===== src/rtl/hsi_msg_receiver_pkg.sv =====
// Shared definitions for the HSI message receiver: FSM encoding, reject
// reasons and CRC-16/CCITT constants (also used by the transmit side).
package hsi_msg_receiver_pkg;

    typedef logic [2:0] state_t;

    localparam state_t ST_IDLE    = 3'd0;
    localparam state_t ST_RECV    = 3'd1;
    localparam state_t ST_CHECK   = 3'd2;
    localparam state_t ST_READ    = 3'd3;
    localparam state_t ST_DISCARD = 3'd4;

    localparam logic [1:0] FAIL_CRC   = 2'd0;
    localparam logic [1:0] FAIL_DEC   = 2'd1;
    localparam logic [1:0] FAIL_LONG  = 2'd2;
    localparam logic [1:0] FAIL_SHORT = 2'd3;

    localparam logic [15:0] CRC16_POLY = 16'h1021;
    localparam logic [15:0] CRC16_INIT = 16'hFFFF;

    // Per-message status collected while bytes arrive.
    typedef struct packed {
        logic dec_err;
        logic too_long;
        logic discard;
    } flags_t;

endpackage


===== src/rtl/hsi_msg_receiver_if.sv =====
// Decoder-side strobes and payload readout port of the HSI message receiver.
interface hsi_msg_receiver_if #(
    parameter int MAX_PAYLOAD = 16
);
    localparam int LEN_W = $clog2(MAX_PAYLOAD + 1);

    logic [7:0]       d;
    logic             d_rdy;
    logic             dc_err;
    logic             msg_end;
    logic             rd_en;
    logic [7:0]       q;
    logic             q_valid;
    logic [LEN_W-1:0] msg_len;
    logic             msg_ok;
    logic             msg_fail;
    logic [1:0]       fail_code;
    logic             busy;

    modport master (
        output d, d_rdy, dc_err, msg_end, rd_en,
        input  q, q_valid, msg_len, msg_ok, msg_fail, fail_code, busy
    );

    modport slave (
        input  d, d_rdy, dc_err, msg_end, rd_en,
        output q, q_valid, msg_len, msg_ok, msg_fail, fail_code, busy
    );
endinterface


===== src/rtl/hsi_crc16_byte.sv =====
// One-byte CRC-16/CCITT step: MSB first, unreflected, no final XOR.
module hsi_crc16_byte
    import hsi_msg_receiver_pkg::*;
(
    input  logic [15:0] crc,
    input  logic [7:0]  d,
    output logic [15:0] crc_next
);

    always_comb begin
        crc_next = crc ^ {d, 8'h00};
        for (int i = 0; i < 8; i++) begin
            crc_next = crc_next[15] ? ((crc_next << 1) ^ CRC16_POLY) : (crc_next << 1);
        end
    end

endmodule


===== src/rtl/hsi_msg_receiver.sv =====
// Collects decoded bytes into a buffer, verifies the trailing CRC-16 and
// presents the accepted payload for readout; rejects report a reason code.
module hsi_msg_receiver
    import hsi_msg_receiver_pkg::*;
#(
    parameter int MAX_PAYLOAD = 16
) (
    input  logic               clk,
    input  logic               n_rst,
    hsi_msg_receiver_if.slave  bus
);

    localparam int DEPTH = MAX_PAYLOAD + 2;   // payload plus two CRC bytes
    localparam int CNT_W = $clog2(DEPTH + 1);
    localparam int LEN_W = $clog2(MAX_PAYLOAD + 1);

    localparam logic [CNT_W-1:0] CNT_FULL = CNT_W'(DEPTH);
    localparam logic [CNT_W-1:0] CNT_MIN  = CNT_W'(3);

    state_t           state, state_nx;
    logic [CNT_W-1:0] cnt, cnt_nx;
    logic [LEN_W-1:0] rd_ptr, rd_ptr_nx;
    logic [LEN_W-1:0] msg_len, msg_len_nx;
    logic [15:0]      crc, crc_nx, crc_base, crc_upd;
    flags_t           flags, flags_nx;

    logic [7:0]       buffer [DEPTH];
    logic             wr_en;
    logic [CNT_W-1:0] wr_addr;

    logic             verdict_ok;
    logic [1:0]       verdict_code;
    logic             rd_done;

    // The first byte of a message always starts from a fresh CRC.
    assign crc_base = (state == ST_IDLE) ? CRC16_INIT : crc;

    hsi_crc16_byte u_crc (
        .crc      (crc_base),
        .d        (bus.d),
        .crc_next (crc_upd)
    );

    always_comb begin
        verdict_code = FAIL_CRC;
        if (flags.dec_err)
            verdict_code = FAIL_DEC;
        else if (flags.too_long)
            verdict_code = FAIL_LONG;
        else if (cnt < CNT_MIN)
            verdict_code = FAIL_SHORT;
    end

    assign verdict_ok = !flags.dec_err && !flags.too_long && (cnt >= CNT_MIN) && (crc == 16'h0000);
    assign rd_done    = (rd_ptr == msg_len);

    always_comb begin
        // NOTE: every output of this block gets a default first so no path leaves it unassigned (no latches).
        state_nx   = state;
        cnt_nx     = cnt;
        rd_ptr_nx  = rd_ptr;
        msg_len_nx = msg_len;
        crc_nx     = crc;
        flags_nx   = flags;
        wr_en      = 1'b0;
        wr_addr    = cnt;

        case (state)
            ST_IDLE: begin
                if (bus.d_rdy) begin
                    wr_en            = 1'b1;
                    wr_addr          = '0;
                    cnt_nx           = CNT_W'(1);
                    crc_nx           = crc_upd;
                    flags_nx         = '0;
                    flags_nx.dec_err = bus.dc_err;
                    state_nx         = bus.msg_end ? ST_CHECK : ST_RECV;
                end
            end
            ST_RECV: begin
                if (bus.d_rdy) begin
                    if (cnt == CNT_FULL) begin
                        flags_nx.too_long = 1'b1;
                    end else begin
                        wr_en  = 1'b1;
                        cnt_nx = cnt + CNT_W'(1);
                        crc_nx = crc_upd;
                    end
                end
                if (bus.dc_err)
                    flags_nx.dec_err = 1'b1;
                if (bus.msg_end)
                    state_nx = ST_CHECK;
            end
            ST_CHECK: begin
                if (verdict_ok) begin
                    msg_len_nx       = LEN_W'(cnt - CNT_W'(2));
                    rd_ptr_nx        = '0;
                    flags_nx.discard = 1'b0;
                    state_nx         = ST_READ;
                end else begin
                    state_nx = ST_IDLE;
                end
            end
            ST_READ: begin
                if (bus.rd_en && !rd_done)
                    rd_ptr_nx = rd_ptr + LEN_W'(1);
                // A message that starts during readout is dropped; remember
                // whether it is still in flight when the readout finishes.
                flags_nx.discard = (flags.discard | bus.d_rdy) & ~bus.msg_end;
                if (rd_done)
                    state_nx = flags_nx.discard ? ST_DISCARD : ST_IDLE;
            end
            ST_DISCARD: begin
                if (bus.msg_end)
                    state_nx = ST_IDLE;
            end
            default: state_nx = ST_IDLE;
        endcase
    end

    // NOTE: sequential state uses non-blocking assignments so every register samples pre-edge values.
    always_ff @(posedge clk or negedge n_rst) begin
        if (!n_rst) begin
            state   <= ST_IDLE;
            cnt     <= '0;
            rd_ptr  <= '0;
            msg_len <= '0;
            crc     <= CRC16_INIT;
            flags   <= '0;
        end else begin
            state   <= state_nx;
            cnt     <= cnt_nx;
            rd_ptr  <= rd_ptr_nx;
            msg_len <= msg_len_nx;
            crc     <= crc_nx;
            flags   <= flags_nx;
        end
    end

    // NOTE: the byte buffer has no reset; its contents are never observed before being written.
    always_ff @(posedge clk) begin
        if (wr_en)
            buffer[wr_addr] <= bus.d;
    end

    assign bus.q_valid   = (state == ST_READ) && !rd_done;
    assign bus.q         = bus.q_valid ? buffer[rd_ptr] : 8'h00;
    assign bus.msg_len   = msg_len;
    assign bus.msg_ok    = (state == ST_CHECK) && verdict_ok;
    assign bus.msg_fail  = (state == ST_CHECK) && !verdict_ok;
    assign bus.fail_code = bus.msg_fail ? verdict_code : FAIL_CRC;
    assign bus.busy      = (state != ST_IDLE);

endmodule


===== src/flat_wrapper.sv =====
// flat-port wrapper written by rule: the top's interface ports become plain ports
module hsi_msg_receiver_flat import hsi_msg_receiver_pkg::*;
#(
    parameter int MAX_PAYLOAD = 16
)
  (clk, n_rst, bus_d, bus_d_rdy, bus_dc_err, bus_msg_end, bus_rd_en, bus_q, bus_q_valid, bus_msg_len, bus_msg_ok, bus_msg_fail, bus_fail_code, bus_busy);
  hsi_msg_receiver_if #(.MAX_PAYLOAD(MAX_PAYLOAD)) bus_i ();
  input  logic clk;
  input  logic n_rst;
  input wire logic [$bits(bus_i.d)-1:0] bus_d;
  input wire logic [$bits(bus_i.d_rdy)-1:0] bus_d_rdy;
  input wire logic [$bits(bus_i.dc_err)-1:0] bus_dc_err;
  input wire logic [$bits(bus_i.msg_end)-1:0] bus_msg_end;
  input wire logic [$bits(bus_i.rd_en)-1:0] bus_rd_en;
  output wire logic [$bits(bus_i.q)-1:0] bus_q;
  output wire logic [$bits(bus_i.q_valid)-1:0] bus_q_valid;
  output wire logic [$bits(bus_i.msg_len)-1:0] bus_msg_len;
  output wire logic [$bits(bus_i.msg_ok)-1:0] bus_msg_ok;
  output wire logic [$bits(bus_i.msg_fail)-1:0] bus_msg_fail;
  output wire logic [$bits(bus_i.fail_code)-1:0] bus_fail_code;
  output wire logic [$bits(bus_i.busy)-1:0] bus_busy;
  assign bus_i.d = bus_d;
  assign bus_i.d_rdy = bus_d_rdy;
  assign bus_i.dc_err = bus_dc_err;
  assign bus_i.msg_end = bus_msg_end;
  assign bus_i.rd_en = bus_rd_en;
  assign bus_q = bus_i.q;
  assign bus_q_valid = bus_i.q_valid;
  assign bus_msg_len = bus_i.msg_len;
  assign bus_msg_ok = bus_i.msg_ok;
  assign bus_msg_fail = bus_i.msg_fail;
  assign bus_fail_code = bus_i.fail_code;
  assign bus_busy = bus_i.busy;
  hsi_msg_receiver #(.MAX_PAYLOAD(MAX_PAYLOAD)) u_core (.clk(clk), .n_rst(n_rst), .bus(bus_i));
endmodule

===== config.mk =====
export PLATFORM = sky130hd
export DESIGN_NAME = hsi_msg_receiver_flat
export DESIGN_NICKNAME = d
export VERILOG_FILES = /design/src/rtl/hsi_msg_receiver_pkg.sv /design/src/rtl/hsi_msg_receiver_if.sv /design/src/rtl/hsi_crc16_byte.sv /design/src/rtl/hsi_msg_receiver.sv /design/src/flat_wrapper.sv
export SDC_FILE = /design/constraint.sdc
export NUM_CORES = 1
export LEC_CHECK = 0
export CAP_MARGIN = 5
export CORE_MARGIN = 3
export CORE_UTILIZATION = 57
export CTS_BUF_LIST = sky130_fd_sc_hd__clkbuf_4 sky130_fd_sc_hd__clkbuf_8
export DETAILED_ROUTE_END_ITERATION = 12
export PLACE_DENSITY = 0.85
export SYNTH_ARGS = -nofsm -noshare
export SYNTH_HDL_FRONTEND = slang
export SYNTH_SLANG_ARGS = --single-unit

===== constraint.sdc =====
create_clock -name clk -period 2.85 [get_ports clk]
set_clock_uncertainty 0.15 [all_clocks]
set_input_delay 0.4275 -clock clk [delete_from_list [all_inputs] [get_ports clk]]
set_output_delay 0.4275 -clock clk [all_outputs]
set_load 0.05 [all_outputs]

Word-level counts from Yosys, hierarchy flattened:

Memories as Yosys holds them, arrays and structs flattened.
Index checks and enable logic that the tools add are counted.

* order comparisons: 2
* muxes and demuxes: 48
* reduce and logical (&&, ||, !) cells: 24
* bitwise operators: 12
* equal/unequal tests: 16
* add/subtract/negate cells: 3

Operators with widths (number)
* 13-bit 2-to-1 mux: 8
* 16-bit 2-to-1 mux: 4
* 5-bit 2-to-1 mux: 7
* 16-bit one-hot mux with 2 select lines: 1
* 3-bit NOT: 8
* 5-bit one-hot mux with 2 select lines: 2
* 3-bit 2-to-1 mux: 6
* 16-bit logical NOT: 1
* 16-bit XOR: 1
* 3-bit one-hot mux with 5 select lines: 1
* 2-bit 2-to-1 mux: 6
* 2-bit != test, second input constant: 6
* 4-bit AND reduction: 3
* 5-bit by 1-bit adder with 5-bit output, second input constant: 2
* 1-bit 2-to-1 mux: 9
* 3-bit AND reduction: 3
* 8-bit 2-to-1 mux: 1
* 2-bit by 1-bit != test with 1-bit output, second input constant: 4
* 1-bit logical AND: 7
* 3-bit by 2-bit equality test with 1-bit output, second input constant: 2
* 3-bit nonzero test: 2
* 5-bit equality test: 1
* 5-bit equality test, second input constant: 1
* 5-bit by 2-bit greater-or-equal comparator with 1-bit output, second input constant: 1
* 14 further kinds: 18

* output and inout bits: 19
* bits in registers: 37
* memories: 1
* memory bits (writable): 144
* input port bits: 14

Memories
* u_core.buffer: words 18, width 8, read ports 1, clocked after memory_dff 0, wr ports 1, RTL line hsi_msg_receiver.sv:27 `logic [7:0] buffer [DEPTH];`

Logic depth before layout (Yosys ltp):

* word-level depth: 22
* mapped depth: 10

Hierarchy:

From an unflattened synthesis, not the netlist that was laid out.

* cells, all modules: 486
* area, all modules: 8059.0 um^2

By module, submodules not included
* hsi_msg_receiver: instances 1, cells each 461, area an instance 7671.1 um^2, sequential area each 5270.1 um^2
* hsi_crc16_byte: instances 1, cells each 25, area an instance 387.9 um^2, sequential area each 0.0 um^2

Worst setup path after synthesis:

No wires, ideal clock.

* kind: flip-flop to output port
* start: register u_core.rd_ptr[1]
* end: output bus_q[6]
* data arrival time: 2.562 ns
* setup slack: -0.289 ns
* stages on the path, launching flop included: 8
* required time: 2.273 ns
* cells stage by stage: dfrtp_1 buf_2 buf_2 mux4_2 mux2i_1 o21ai_0 a21oi_1 a211oi_1

* word-level cells in the longest chain between the ends: 4
* elaborated cells on any way between the ends: 5
* classes of those cells: eq/ne: 1; mux: 1; reduce/logical: 2; memory: 1

RTL lines
* start, declared: RTL line hsi_msg_receiver.sv:22 `logic [LEN_W-1:0] rd_ptr, rd_ptr_nx;`
* start signal, assigned: RTL line hsi_msg_receiver.sv:134 `rd_ptr <= rd_ptr_nx;`
* parallel branches: the longest is 3 deep, another holds memory read 18 x 8 bit
* 8-bit 2-to-1 mux (*): RTL line hsi_msg_receiver.sv:148 `assign bus.q = bus.q_valid ? buffer[rd_ptr] : 8'h00;`
* end, declared: RTL line flat_wrapper.sv:15 `output wire logic [$bits(bus_i.q)-1:0] bus_q;`

Mark *: on every way between the ends.

Worst setup path after layout:

* start: register u_core.rd_ptr[1]
* end: output bus_q[0]

The elaborated chain is that of the path after synthesis.

==> flow_summary.toml <==
[critical_path]
cp-end-kind = "primary output"
critPathMaxStageDelay_ns = 0.48
path_common_cell = "buf_12"
start_kind = "flop"
critPathBufInv = 3
cp.arrival_ns = 2.46
path_max_fanout = 8
slowest_stage = "dfrtp_2"
cp_data_required_time_ns = 2.27
cp_top_family = "compound AO/OA/AOI/OAI gates"
worstPathCellList = "buf_12 > buf_12 > mux4_2 > mux2i_1 > o21ai_1 > a21oi_2 > a211oi_2 > buf_6"
crit_type = "reg2out"
r2r-start = "u_core.cnt[0]"
startpoint = "u_core.rd_ptr[1]"

[floorplan]
dieArea_um2 = 15460
core_area_um2 = 13450
start_util_pct = 59.35
rows = 42
pin_count = 33
dieWidth_um = 124.4
fp.dieH_um = 124.4

[sta]
rsz0062_at_grt = "true"
fin_ws_ns = -0.1882
tightest_slew_ns = 0.5859
tns_ns = -1.055
whs_ns = 0.2264
hold_viol = 0
relSlewSlack_pct = 60.81
max_freq_ghz = 0.3291
slew_violations = 0
setup_viol = 8
finalCritPeriodShare_pct = 106.6
fin_crit_ns = 3.038

[synthesis]
synthDistinctLibCells = 53
synth_top_area_share_pct = 54.16
yosysMostFrequentCell = "edfxtp_1"
netlist_top_cells_area = "edfxtp_1 54%, mux4_2 9.0%, dfrtp_1 6.6%"
synth_warnings = 0
ys_async_sr_fraction_pct = 20.44
ys_top_cells_by_count = "144 x edfxtp_1, 54 x nor2_1, 32 x mux4_2, 28 x nand2_1, 25 x o21ai_0"
syn-num-nets = 552
syn_area_per_cell_um2 = 15.01
ys_ff_latch = 181
synthFlopType = "edfxtp_1"
synthCells = 532
synth_edf_count = 144
ys_seq_area_share_pct = 66.01
yosys.area.top_type = "edfxtp_1"
synth_area_um2 = 7984

[pwr]
p_leak_nw = 3.416
vdd_ir_drop_max_uv = 761.7
power_w = 0.009005
p_per_area_nw_per_um2 = 933.4

[finish]
final_cells = 809
area_growth_pct = 20.84
seq_area_um2 = 5275
fin_nets = 640
diodes = 0
multi_input_area_um2 = 2690
drive_gt1_share_pct = 34.60
fillers = 820

[drt]
firstDrtPassIters = 5
wirelength_um = 18290
via_per_inst = 6.078
vias = 4917
drcViolationCount = 0
routedWlPerCell_um = 22.61
drtAntennaViolNets = 0
drt_iter0_markers = 787

[placed_design]
dp_hpwl_um = 11710
preCtsSetupSlack_ns = 0.004471
post-place-cells = 760
port_buffers = 32
gp_congestion = 0.8418

[clock_network]
htreeDepth = 4
cts_buffer_depth = 2
cts_root_buf = "clkbuf_8"
clock_sinks = 181
insertion_delay_ns = 0.47
postCtsHoldBufs = 0
cts_inserted_buffers = 17
cts_tree = "built"
clk_pin_slew_worst_paths_ns = 0.09

[status]
violations = "negative setup slack"
status = "finished, violations left"

[global_route]
grt_pass1_vias = 4906
antenna_found_initial = 0
grtUsageTotal_pct = 23.97
grt_overflow = 0
grt_max_degree = 38
grt_first_pass_wirelength_um = 28190

[flow_run]
cap_violations = 0

[worst_hold_path]
worstHoldPathType = "in2async"
-- routing by layer --
metal  track usage, %  vias to the layer above  wire length (um)
li1                 -                     2191                 -
met1            32.32                     2473              7448
met2            40.30                      215              9411
met3            4.374                       38              1110
met4            7.092                        0               323
met5                0                        -                 0
-- cells by family (layout without fill, tap and decap cells) --
group | Yosys count | count (layout) | share of synthesized area, %
AOI/OAI and AO/OA | 76 | 76 | 5.799
xor gates and xnor gates | 35 | 35 | 4.012
adders and majority gates | 6 | 6 | 0.9403
buffers and inverters | 44 | 145 | 2.429
DFF | 181 | 181 | 66.01
muxes | 60 | 60 | 12.68
and+or+nand+nor | 130 | 130 | 8.134
-- worst reg2reg max path: stages, from the launching register on --
cell,delay [ns]
dfrtp_2,0.43
buf_4,0.13
inv_1,0.07
ha_1,0.19
nor4bb_1,0.12
buf_4,0.16
or3_1,0.42
or3_4,0.41
nor2_2,0.13
buf_4,0.19
-- where the power goes --
part           internal, W  switching (W)
sequential         0.00323       0.000301
combinational      0.00170        0.00193
clock             0.000959       0.000882
total              0.00589        0.00312
-- what timing repair did --
action / in CTS / in global routing
pin swaps: 8 / 11
setup buffers: 7 / 8
endpoints found under the setup margin: 13 / 14
gates resized for setup: 20 / 20
gates cloned: 2 / 0
-- metrics by stage --
| step | util (%) | area (um^2) |
|---|---|---|
| after floorplan | - | 8051 |
| after global placement | 66.20 | 8906 |
| after detailed placement | 66.20 | 8906 |
| after CTS | 70.78 | 9522 |
| after global routing | 71.72 | 9648 |
| final | 71.72 | 9648 |
-- flip-flops by register name (all words and copies together), names as in the netlist --
name,flops
u_core.buffer,144
u_core.crc,16
u_core.bus.msg_len,5
u_core.cnt,5
u_core.rd_ptr,5
u_core.flags,3
u_core.state,3
-- cells in the final DEF (no fill, tap or decap), types with 5 or more instances in the layout --
cell	netlist	routed
a21oi_1	22	15
ha_1	6	5
nand2_1	28	28
a21oi_2	1	8
xor2_1	10	10
mux4_2	32	32
mux2_2	9	9
buf_12	0	9
nor2_1	54	44
nand3_1	7	7
edfxtp_1	144	144
clkbuf_8	0	17
o21ai_1	0	6
o21ai_0	25	18
xnor2_1	24	24
clkdlybuf4s50_1	0	19
nor2_2	0	10
buf_4	1	64
a211oi_2	0	8
dfrtp_1	21	17
nor3_1	8	7
dfstp_2	16	16
buf_6	1	8
inv_1	11	10
mux2i_1	19	17
-- area by class of cell --
type	instances	area share, %
inverter	11	0.4539
multi-input combinational	307	27.88
tap	176	2.282
sequential	181	54.68
clock buffer	18	2.503
timing repair buffer	102	10.32
clock inverter	14	1.880
-- path summary, 6_finish.rpt --
check	to	slack [ns]	depth (start not counted)
max	bus_q[0]	-0.19	8
min	u_core.state[1]	0.23	2
max reg2reg	u_core.buffer[1][5]	0.14	9
min reg2reg	u_core.crc[2]	0.35	2
max in group asynchronous	u_core.crc[12]	1.95	2
min in group clk	u_core.crc[2]	0.35	2
(Power assumes the default switching activity.)
